[src/rtl/prim_arbiter_rr8.sv]
// Eight-way round-robin arbiter with hold-until-release grants and a rotating priority pointer.
// Optional forced release after TIMEOUT_CYC grant cycles when PRIM_ARB_TIMEOUT_EN is defined.
module prim_arbiter_rr8 #(
    parameter int unsigned TIMEOUT_CYC = 16
) (
    input  logic       i_clk,
    input  logic       i_rst,
    input  logic [7:0] i_req,
    input  logic       i_release,
    output logic [7:0] o_gnt,
    output logic [2:0] o_gnt_id,
    output logic       o_gnt_vld,
    output logic       o_timeout
);

    typedef enum logic {
        IDLE  = 1'b0,
        GRANT = 1'b1
    } state_e;

    state_e     state_q, state_d;
    logic [2:0] ptr_q, ptr_d;
    logic [2:0] id_q, id_d;
    logic       vld_q, vld_d;
    logic [7:0] gnt_q, gnt_d;

    logic [2:0] search_ptr;
    logic       pick_found;
    logic [2:0] pick_idx;
    logic       owner_release;
    logic       timeout_hit;
    logic       release_evt;

`ifdef PRIM_ARB_TIMEOUT_EN
    localparam logic [15:0] HOLD_LAST = 16'(TIMEOUT_CYC - 1);

    logic [15:0] cnt_q, cnt_d;
    logic        to_q, to_d;

    assign timeout_hit = (cnt_q == HOLD_LAST);
`else
    logic cfg_unused;

    assign cfg_unused  = (TIMEOUT_CYC < 2);
    assign timeout_hit = 1'b0;
`endif

    // Lowest rotation distance from ptr wins; scanning far-to-near leaves the nearest hit.
    function automatic logic [3:0] rr_pick(input logic [7:0] req, input logic [2:0] ptr);
        logic [3:0] res;
        logic [2:0] idx;
        res = 4'b0000;
        for (int k = 7; k >= 0; k--) begin
            idx = ptr + 3'(k);
            if (req[idx]) begin
                res = {1'b1, idx};
            end
        end
        return res;
    endfunction

    // A release moves the pointer past the owner, so the search uses that new pointer immediately.
    assign search_ptr    = (state_q == GRANT) ? (id_q + 3'd1) : ptr_q;
    assign {pick_found, pick_idx} = rr_pick(i_req, search_ptr);
    assign owner_release = i_release | ~i_req[id_q];
    assign release_evt   = owner_release | timeout_hit;

    always_comb begin
        state_d = state_q;
        ptr_d   = ptr_q;
        id_d    = id_q;
        vld_d   = vld_q;
`ifdef PRIM_ARB_TIMEOUT_EN
        cnt_d   = cnt_q;
        to_d    = 1'b0;
`endif
        case (state_q)
            IDLE: begin
                if (pick_found) begin
                    state_d = GRANT;
                    id_d    = pick_idx;
                    vld_d   = 1'b1;
`ifdef PRIM_ARB_TIMEOUT_EN
                    cnt_d   = 16'd0;
`endif
                end
            end
            GRANT: begin
                if (release_evt) begin
                    ptr_d = search_ptr;
`ifdef PRIM_ARB_TIMEOUT_EN
                    to_d  = timeout_hit & ~owner_release;
                    cnt_d = 16'd0;
`endif
                    if (pick_found) begin
                        state_d = GRANT;
                        id_d    = pick_idx;
                        vld_d   = 1'b1;
                    end else begin
                        state_d = IDLE;
                        id_d    = 3'd0;
                        vld_d   = 1'b0;
                    end
                end else begin
`ifdef PRIM_ARB_TIMEOUT_EN
                    cnt_d = cnt_q + 16'd1;
`endif
                end
            end
            default: begin
                state_d = IDLE;
                id_d    = 3'd0;
                vld_d   = 1'b0;
            end
        endcase
    end

    for (genvar gi = 0; gi < 8; gi++) begin : g_gnt_dec
        assign gnt_d[gi] = vld_d & (id_d == 3'(gi));
    end

    always_ff @(posedge i_clk) begin
        if (i_rst) begin
            state_q <= IDLE;
            ptr_q   <= 3'd0;
            id_q    <= 3'd0;
            vld_q   <= 1'b0;
            gnt_q   <= 8'h00;
`ifdef PRIM_ARB_TIMEOUT_EN
            cnt_q   <= 16'd0;
            to_q    <= 1'b0;
`endif
        end else begin
            state_q <= state_d;
            ptr_q   <= ptr_d;
            id_q    <= id_d;
            vld_q   <= vld_d;
            gnt_q   <= gnt_d;
`ifdef PRIM_ARB_TIMEOUT_EN
            cnt_q   <= cnt_d;
            to_q    <= to_d;
`endif
        end
    end

    assign o_gnt     = gnt_q;
    assign o_gnt_id  = id_q;
    assign o_gnt_vld = vld_q;
`ifdef PRIM_ARB_TIMEOUT_EN
    assign o_timeout = to_q;
`else
    assign o_timeout = 1'b0;
`endif

endmodule

[config.mk]
export PLATFORM = sky130hd
export DESIGN_NAME = prim_arbiter_rr8
export DESIGN_NICKNAME = d
export VERILOG_FILES = /design/src/rtl/prim_arbiter_rr8.sv
export SDC_FILE = /design/constraint.sdc
export NUM_CORES = 1
export LEC_CHECK = 0
export CORE_ASPECT_RATIO = 0.9
export CORE_MARGIN = 1.5
export CORE_UTILIZATION = 45
export CTS_CLUSTER_SIZE = 12
export DETAILED_ROUTE_END_ITERATION = 6
export PLACE_DENSITY = 0.64
export SLEW_MARGIN = 30
export SYNTH_ARGS = -nofsm -noshare
export SYNTH_HDL_FRONTEND = slang
export SYNTH_SLANG_ARGS = --single-unit
[constraint.sdc]
create_clock -name i_clk -period 5.98 [get_ports i_clk]
set_clock_uncertainty 0.2 [all_clocks]
set_input_delay 0.897 -clock i_clk [delete_from_list [all_inputs] [get_ports i_clk]]
set_output_delay 0.897 -clock i_clk [all_outputs]
set_load 0.01 [all_outputs]
==> qor.csv, run 1 <==
stage,metric,value,unit
logic_synthesis,syn-num-nets,284,
die,row_count,23,
die,die_h,69.4,um
logic_synthesis,yosys.area.top_type_share,14.5,%
min_path,hp-start,o_gnt_vld$_SDFF_PP0_,
global_routing,grt_pass1_wl,10400,um
worst_setup_path,required,5.98,ns
final_layout,antenna_cells,0,
final_layout,finalNonFillerCells,342,
logic_synthesis,ys_warn_count,0,
global_routing,antenna_found_initial,0,
worst_setup_path,r2r-end,o_gnt[1]$_SDFF_PP0_,
clock_tree,cts_num_sinks,16,
sta,setup_tns,0,ns
route,wl_per_cell,18.1,um
sta,rsz0062_at_grt,false,
clock_tree,post_cts_resized,0,
die,dieWidth,76.7,um
route,first_iter_violations,261,
sta,setup_viol,0,
worst_setup_path,cp-start-kind,flip-flop,
worst_setup_path,critical_path_arrival,4.33,ns
placed_design,port_buffers,22,
worst_setup_path,worstPathMaxFanout,17,
logic_synthesis,synth.area.top_cells,"dfxtp_1, mux4_2, a21oi_1",
worst_setup_path,cp-end-kind,flip-flop,
route,vias,2222,
sta,drv_slew,0,
sta,fin_hold_ws,0.344,ns
sta,worst_slack,1.65,ns
sta,max-slew-margin-rel,46.7,%
logic_synthesis,synthArstFlopShare,0,%
clock_tree,cts_buffers,3,
die,initial_utilization,48.1,%
worst_setup_path,r2r_slack,1.65,ns
global_routing,grtUsageTotal,24.3,%
global_routing,grt_overflow_total,0,
final_layout,final_cell_mix,"nor2_1, a21oi_1, clkdlybuf4s50_1",
final_layout,nets,295,
clock_tree,clockRootBuffer,clkbuf_8,
power,vdd_drop_max,0.000240,V
die,core,4580,um2
run_status,status,"complete, no violations",
route,dr.pass1.iters,5,
placed_design,routabilityCongestion,0.960,
die,die_area,5320,um2
logic_synthesis,ys_seq_area_share,14.5,%
global_routing,grt_max_degree,20,
clock_tree,h-tree-depth,1,
clock_tree,cts_tree,yes,
placed_design,post-place-ws,1.73,ns
logic_synthesis,syn_avg_cell_area,8.16,um2
logic_synthesis,synth-edff-count,0,
route,routed_wl,6190,um
logic_synthesis,yosys.area.top_type,dfxtp_1,
global_routing,first_global_vias,1962,
min_path,min_path_cells,2,
power,p_leak,0.000880,uW
sta,tightestPinTransition,0.796,ns
route,drtAntennaViolNets,0,
power,p_per_area,501,nW/um2
min_path,hold_end,o_gnt_vld$_SDFF_PP0_,
clock_tree,post_cts_buffers,0,
final_layout,final_common_cell,nor2_1,
clock_tree,postCtsHoldBufs,0,
logic_synthesis,netlist_area,2200,um2
logic_synthesis,synth-seq-cells,16,
clock_tree,clock_latency,0.25,ns
worst_setup_path,worstSetupPathType,reg2reg,
sta,hold_viol_final,0,
sta,period_minus_slack,4.33,ns
final_layout,area_delta_synth_final,11.4,%
power,finalPower,1230,uW
route,vias_per_cell,6.50,
logic_synthesis,synth_ff_type,dfxtp_1,
clock_tree,clockBufferDepth,2,
job,maxCapViolCount,0,
placed_design,dp_hpwl,4790,um
worst_setup_path,startpoint,state_q$_SDFF_PP0_,
route,remaining_drc_errors,0,
sta,fmax,231,MHz
placed_design,dp.cells,338,
logic_synthesis,syn_inst,270,
sta,period_share,72.5,%
final_layout,layout-drive-gt1-share,15.7,%
die,ios,24,
worst_setup_path,r2r_start,state_q$_SDFF_PP0_,
clock_tree,path_clk_slew,0.06,ns
logic_synthesis,synth_cell_types,75,
worst_setup_path,r2r_cells,10,
min_path,worst_hold_path_type,reg2reg,
-- cells by family after synthesis --
kind of cell	Yosys count	synth area share (%)
AO/OA/AOI/OAI	99	34.3
AND/OR/NAND/NOR	92	22.9
buffers and inverters	30	7.56
multiplexers	22	14.9
flip-flops	16	14.5
XOR/XNOR	7	3.98
adder cells (fa/ha/maj)	3	1.70
other	1	0.170
-- per-layer routing --
layer,vias up,part of all wire [%],GRT usage [%]
met1,1041,47,36.5
met4,0,1.4,5.97
met5,-,0,0
met3,8,8.6,5.13
li1,1070,-,-
met2,103,43,35.0
-- layout make-up --
class | instances | area [um2]
inverters | 13 | 51.3
fillers | 417 | 2120
well taps | 62 | 77.6
flip-flops and latches | 16 | 320
multi-input cells | 224 | 1720
clock buffers | 4 | 55.1
repair buffers | 23 | 228
-- cell usage after synthesis, types with 5 or more instances --
library cell / number
a211oi_1: 7
nor3_1: 6
o21ai_0: 12
nand2_1: 10
nor2_1: 29
mux2i_1: 10
dfxtp_1: 16
a21oi_1: 26
buf_6: 5
buf_2: 5
inv_1: 10
o21ai_1: 6
nand3_1: 10
and2_1: 10
mux4_2: 8
a211oi_2: 5
-- worst max-delay path by stage --
stage                               end  slack, ns  depth (start not counted)
global placement    o_gnt[1]$_SDFF_PP0_       1.62                         10
global route        o_gnt[1]$_SDFF_PP0_       1.34                         10
detailed placement  o_gnt[1]$_SDFF_PP0_       1.73                         10
floorplan           o_gnt[5]$_SDFF_PP0_       2.42                         14
finish              o_gnt[1]$_SDFF_PP0_       1.65                         10
CTS                 o_gnt[1]$_SDFF_PP0_       1.72                         10
-- critical path, stage by stage (launching register included) --
cell and delay (ns):
dfxtp_1 0.79, or2_1 0.46, nand2_8 0.16, ha_1 0.53, a221o_1 0.39, a32oi_1 0.42, nor3_2 0.19, nor2_4 0.18
nand4_1 0.15, o41ai_2 0.60, and2_1 0.20
-- stage by stage --
step	instance area, um2	utilization, %
floorplan	2200	-
global placement	2390	52.3
detailed placement	2390	52.3
CTS	2450	53.5
global route	2450	53.6
finish	2450	53.6
-- power by group --
part	leakage, uW	internal, uW	switching [uW]
combinational	0.000720	406	550
clock	0.0000288	58.5	37.3
sequential	0.000131	140	36.9
total	0.000880	604	624
-- state kept, by name, indices dropped and copies added (netlist names) --
name,flops
o_gnt_id,3
o_gnt_vld,1
ptr_q,3
o_gnt,8
state_q,1
Note: power is estimated with default switching activity, not from simulation.
==> run 2: changes to the inputs <==
- PLACE_DENSITY: 0.64 -> 0.66
- clock period: 5.98 -> 3.7 ns (I/O delays scaled with it)
==> run 2 against run 1 <==
Net effect: die area is the same; sequential cell count is the same; final area grew 5.5%; clock-buffer cell count shrank 1; total power grew 71%; first-iteration DRC count grew 13%; critical path depth grew 3; register-to-register slack lost 1.4 ns; fmax grew 25%; critical endpoint is now o_gnt[0]$_SDFF_PP0_.
==> qor.csv, run 2 (synthesis results as in run 1) <==
stage,metric,value,unit,change
die,die_h,69.4,um,unchanged
clock_tree,postCtsHoldBufs,0,,unchanged
final_layout,post-route-cell-area,2590,um2,+5.5%
placed_design,dp_hpwl,5320,um,+11%
final_layout,multi_input_area,1750,um2,+1.6%
worst_setup_path,critical_path_arrival,3.43,ns,-0.90 ns
final_layout,area_delta_synth_final,17.5,%,
worst_setup_path,worstPathMaxFanout,11,,-6
sta,fmax,287,MHz,+25%
global_routing,first_global_vias,2158,,+10%
global_routing,grt_max_degree,19,,-5.0%
route,drtAntennaViolNets,0,,unchanged
clock_tree,clock_latency,0.25,ns,about the same
placed_design,place_area,2510,um2,+5.0%
sta,drv_slew,0,,unchanged
final_layout,antenna_cells,0,,unchanged
worst_setup_path,required,3.65,ns,-2.33 ns
min_path,worst_hold_path_type,reg2reg,,
sta,period_share,94.0,%,+22 points
global_routing,grtUsageTotal,26.3,%,+2.0 points
final_layout,nets,311,,+5.4%
final_layout,final_cell_mix,"nor2_1, a21oi_1, clkdlybuf4s50_1",,
global_routing,grt_overflow_total,0,,unchanged
clock_tree,path_clk_slew,0.06,ns,about the same
die,die_area,5320,um2,unchanged
worst_setup_path,cp-start-kind,flip-flop,,
route,wl_per_cell,18.8,um,+4.2%
final_layout,final_common_cell,nor2_1,,
power,finalPower,2100,uW,+71%
power,sw_frac_of_total,50.7,%,-0.11 points
route,vias_per_cell,6.55,,+0.84%
die,dieWidth,76.7,um,unchanged
power,clkPwrFrac,6.0,%,-1.8 points
placed_design,routabilityCongestion,0.958,,-0.20%
clock_tree,cts_num_sinks,16,,unchanged
power,p_leak,0.000953,uW,+8.3%
worst_setup_path,cp-end-kind,flip-flop,,
power,comb_power_share,81.5,%,+3.7 points
clock_tree,cts_tree,yes,,
power,vdd_drop_max,0.000462,V,+93%
route,dr.pass1.iters,5,,unchanged
die,row_count,23,,unchanged
route,vias,2339,,+5.3%
sta,period_minus_slack,3.48,ns,-0.854 ns
power,p_switching,1070,uW,+71%
sta,hold_viol_final,0,,unchanged
clock_tree,h-tree-depth,1,,unchanged
final_layout,layout-drive-gt1-share,21.7,%,+6.0 points
sta,max-slew-margin-rel,34.4,%,-12 points
route,first_iter_violations,294,,+13%
power,p_int,1040,uW,+72%
route,remaining_drc_errors,0,,unchanged
final_layout,num-fill-cells,431,,+3.4%
sta,tightestPinTransition,0.977,ns,+0.181 ns
global_routing,antenna_found_initial,0,,unchanged
job,maxCapViolCount,0,,unchanged
run_status,status,"complete, no violations",,
sta,rsz0062_at_grt,false,,
clock_tree,clockBufferDepth,2,,unchanged
final_layout,utilization,56.5,%,+3.0 points
final_layout,largest_reg_flops,8,,unchanged
clock_tree,clockRootBuffer,clkbuf_8,,
die,initial_utilization,48.1,%,unchanged
global_routing,grt_pass1_wl,11200,um,+8.0%
die,core,4580,um2,unchanged
placed_design,port_buffers,22,,unchanged
clock_tree,cts_buffers,3,,unchanged
power,p_per_area,813,nW/um2,+62%
route,routed_wl,6730,um,+8.8%
worst_setup_path,worstSetupPathType,reg2reg,,
final_layout,seq_area,322,um2,+0.39%
power,seq_power_share,12.4,%,-2.0 points
sta,setup_tns,0,ns,unchanged
die,ios,24,,unchanged
sta,setup_viol,0,,unchanged
run 2: cell types whose count changed in the layout (fill, tap and decap cells not counted), sizes merged:
cell	previous run	this run
buf	1	17
clkbuf	4	3
run 2: cell type report:
class | instances | share of cell area (%)
inverters | 13 | 1.98
clock buffers | 3 | 1.60
flip-flops and latches | 16 | 12.4
repair buffers | 39 | 13.4
multi-input cells | 224 | 67.6
well taps | 62 | 3.00
run 2: timing repair:
| action | 4_1_cts | 5_1_grt |
|---|---|---|
| resized for setup | 1 | 7 |
| hold endpoints to repair | 0 | 0 |
| setup buffers | 0 | 0 |
| setup endpoints to repair | 1 | 11 |
run 2: metal layers:
layer	vias up	share of wire, %	global-route usage, %
li1	1099	-	-
met1	1111	46	38.7
met2	118	44	39.7
met3	11	8.9	5.39
met4	0	1.5	4.53
met5	-	0	0
run 2: power by group through the flow:
stage                     sequential [uW]  clock (uW)  combinational (uW)
after floorplan                       278           0                1190
after global placement                262           0                1640
after detailed placement              265           0                1630
after CTS                             261         131                1640
after global routing                  270         140                1850
final                                 262         127                1720
run 2: path summary, 6_finish.rpt:
check                             from                   end  slack, ns  cells past startpoint
setup reg to reg    state_q$_SDFF_PP0_   o_gnt[0]$_SDFF_PP0_       0.22                     13
setup / recovery    state_q$_SDFF_PP0_   o_gnt[0]$_SDFF_PP0_       0.22                     13
hold reg to reg   o_gnt_vld$_SDFF_PP0_  o_gnt_vld$_SDFF_PP0_       0.35                      2
hold / removal    o_gnt_vld$_SDFF_PP0_  o_gnt_vld$_SDFF_PP0_       0.35                      2
run 2: metrics by stage:
stage / cells / hold WS, ns / worst slack (ns)
after floorplan: 270 / 0.311 / 0.143
after global routing: 357 / 0.381 / 0.0172
after detailed placement: 354 / 0.335 / 0.0288
after CTS: 357 / 0.342 / 0.0573
after global placement: 354 / 0.325 / -0.0286
final: 357 / 0.346 / 0.220
run 2: critical path: stages, from the launching register on:
cell	delay [ns]
dfxtp_2	0.48
or2_1	0.26
nand2_8	0.13
inv_4	0.07
ha_1	0.17
inv_1	0.06
a211oi_2	0.34
or2_1	0.33
a21oi_2	0.14
a311oi_2	0.46
a311oi_2	0.11
nor2_2	0.25
o211ai_2	0.11
a211oi_1	0.26
==> run 3: changes to the inputs <==
- CTS_BUF_LIST: not set -> sky130_fd_sc_hd__clkbuf_16
==> run 3 against run 2 <==
Net effect: first-iteration DRC count down 9.5%; global-route usage rose by 0.056 points; critical path depth down 2; total power increased by 3.5%; clock-buffer cell count is the same; utilization increased by 0.74 points; final area grew 1.3%; via count is 1.5% higher; sequential cell count unchanged; register-to-register slack improved by 0.02 ns; largest power group unchanged; highest routed layer unchanged.
==> qor.csv, run 3 (synthesis results as in run 1) <==
stage,metric,value,unit,change
clock_tree,clockRootBuffer,clkbuf_16,,
route,remaining_drc_errors,0,,unchanged
worst_setup_path,cp-start-kind,flip-flop,,
placed_design,dp.cells,354,,unchanged
worst_setup_path,r2r_slack,0.24,ns,+0.02 ns
min_path,hp-start,o_gnt_vld$_SDFF_PP0_,,
clock_tree,cts_buffers,3,,unchanged
die,ios,24,,unchanged
die,core,4580,um2,unchanged
global_routing,grt_pass1_wl,11300,um,+0.18%
route,first_iter_violations,266,,-9.5%
global_routing,first_global_vias,2157,,-0.046%
power,p_leak,0.000968,uW,+1.6%
placed_design,dp_hpwl,5320,um,unchanged
global_routing,grt_max_degree,19,,unchanged
final_layout,largest_reg_flops,8,,unchanged
die,initial_utilization,48.1,%,unchanged
clock_tree,postCtsHoldBufs,0,,unchanged
route,wl_per_cell,18.9,um,+0.19%
route,dr.pass1.iters,5,,unchanged
route,routed_wl,6740,um,+0.19%
route,vias_per_cell,6.65,,+1.5%
sta,period_share,93.6,%,-0.46 points
sta,period_minus_slack,3.46,ns,-0.0172 ns
run_status,status,"complete, no violations",,
route,drtAntennaViolNets,0,,unchanged
final_layout,seq_area,322,um2,unchanged
power,finalPower,2180,uW,+3.5%
worst_setup_path,required,3.65,ns,about the same
global_routing,antenna_found_initial,0,,unchanged
die,dieWidth,76.7,um,unchanged
clock_tree,h-tree-depth,1,,unchanged
global_routing,grt_overflow_total,0,,unchanged
die,die_area,5320,um2,unchanged
final_layout,post-route-cell-area,2620,um2,+1.3%
placed_design,place_area,2510,um2,unchanged
global_routing,grtUsageTotal,26.3,%,+0.056 points
placed_design,port_buffers,22,,unchanged
sta,setup_viol,0,,unchanged
clock_tree,clockBufferDepth,2,,unchanged
clock_tree,path_clk_slew,0.05,ns,about the same
power,p_per_area,831,nW/um2,+2.1%
worst_setup_path,r2r_cells,11,,-2
power,comb_power_share,78.7,%,-2.8 points
min_path,worst_hold_path_type,reg2reg,,
sta,tightestPinTransition,0.991,ns,+0.0139 ns
worst_setup_path,r2r_start,state_q$_SDFF_PP0_,,
job,maxCapViolCount,0,,unchanged
final_layout,antenna_cells,0,,unchanged
clock_tree,clock_latency,0.24,ns,about the same
die,row_count,23,,unchanged
power,clkPwrFrac,9.3,%,+3.3 points
power,sw_frac_of_total,49.2,%,-1.6 points
sta,fin_hold_ws,0.334,ns,-0.0117 ns
worst_setup_path,worstSetupPathType,reg2reg,,
min_path,min_path_cells,2,,unchanged
sta,max-slew-margin-rel,33.4,%,-0.94 points
final_layout,multi_input_area,1750,um2,unchanged
sta,fmax,289,MHz,+0.50%
sta,rsz0062_at_grt,false,,
worst_setup_path,r2r-end,o_gnt[0]$_SDFF_PP0_,,
placed_design,routabilityCongestion,0.958,,unchanged
clock_tree,cts_num_sinks,16,,unchanged
power,p_int,1110,uW,+6.7%
final_layout,final_common_cell,nor2_1,,
power,seq_power_share,12.0,%,-0.4 points
power,vdd_drop_max,0.000456,V,-1.3%
route,vias,2373,,+1.5%
final_layout,layout-drive-gt1-share,21.7,%,unchanged
worst_setup_path,cp-end-kind,flip-flop,,
sta,drv_slew,0,,unchanged
worst_setup_path,worstPathMaxFanout,11,,unchanged
worst_setup_path,critical_path_arrival,3.41,ns,-0.02 ns
final_layout,num-fill-cells,427,,-0.93%
power,p_switching,1070,uW,+0.28%
final_layout,nets,311,,unchanged
final_layout,final_cell_mix,"nor2_1, a21oi_1, clkdlybuf4s50_1",,
sta,hold_viol_final,0,,unchanged
final_layout,finalNonFillerCells,357,,unchanged
clock_tree,cts_tree,yes,,
die,die_h,69.4,um,unchanged
final_layout,area_delta_synth_final,19.0,%,
min_path,hold_end,o_gnt_vld$_SDFF_PP0_,,
[run 3: changes by cell type in the layout (fill, tap and decap cells not counted)]
cell       change
clkbuf_16      +3
clkbuf_8       -3
[run 3: worst max path at each step]
stage	start	endpoint	slack (ns)	cells past startpoint
after floorplan	o_gnt_id[1]$_SDFF_PP0_	o_gnt[5]$_SDFF_PP0_	0.14	14
after global placement	i_req[1]	o_gnt[0]$_SDFF_PP0_	-0.03	9
after detailed placement	state_q$_SDFF_PP0_	o_gnt[0]$_SDFF_PP0_	0.03	12
after CTS	state_q$_SDFF_PP0_	o_gnt[5]$_SDFF_PP0_	0.05	12
after global routing	state_q$_SDFF_PP0_	o_gnt[0]$_SDFF_PP0_	0.02	13
final	state_q$_SDFF_PP0_	o_gnt[0]$_SDFF_PP0_	0.24	11
[run 3: through the flow]
stage	util, %	setup TNS (ns)	worst slack, ns
after global routing	57.3	0	0.0177
after detailed placement	54.9	0	0.0288
after global placement	54.9	-0.0286	-0.0286
final	57.3	0	0.238
after CTS	56.7	0	0.0531
after floorplan	-	0	0.143
[run 3: timing repair]
action                                 in CTS  in global routing
setup endpoints to repair                   1                 11
resized for setup                           1                  7
buffers inserted                            0                  0
endpoints found under the hold margin       0                  0
[run 3: worst max-delay path, cell delays in order, from the launching register on]
cell and delay (ns):
dfxtp_2 0.47, or2_1 0.26, nand2_8 0.13, ha_1 0.42, buf_4 0.16, mux4_2 0.36, o311ai_2 0.26, o311ai_1 0.16
a32oi_2 0.37, and2_4 0.22, o211ai_2 0.09, a211oi_1 0.26
[run 3: routing by layer]
metal  track usage, %  vias up  wire (um)
li1                 -     1098          -
met1             38.7     1136       3080
met2             39.9      131       2960
met3             5.39        8        618
met4             4.53        0         87
met5                0        -          0
[run 3: layout make-up]
cell class | count | share of cell area, %
Timing Repair Buffer | 39 | 13.3
Sequential cell | 16 | 12.3
Multi-Input combinational cell | 224 | 66.7
Tap cell | 62 | 2.96
Clock buffer | 3 | 2.86
Inverter | 13 | 1.96
[run 3: power groups by stage]
stage	clock network [uW]	registers, uW	logic [uW]
final	202	262	1710
after global routing	217	270	1850
after CTS	206	262	1640
after detailed placement	0	265	1630
after global placement	0	262	1640
after floorplan	0	278	1190
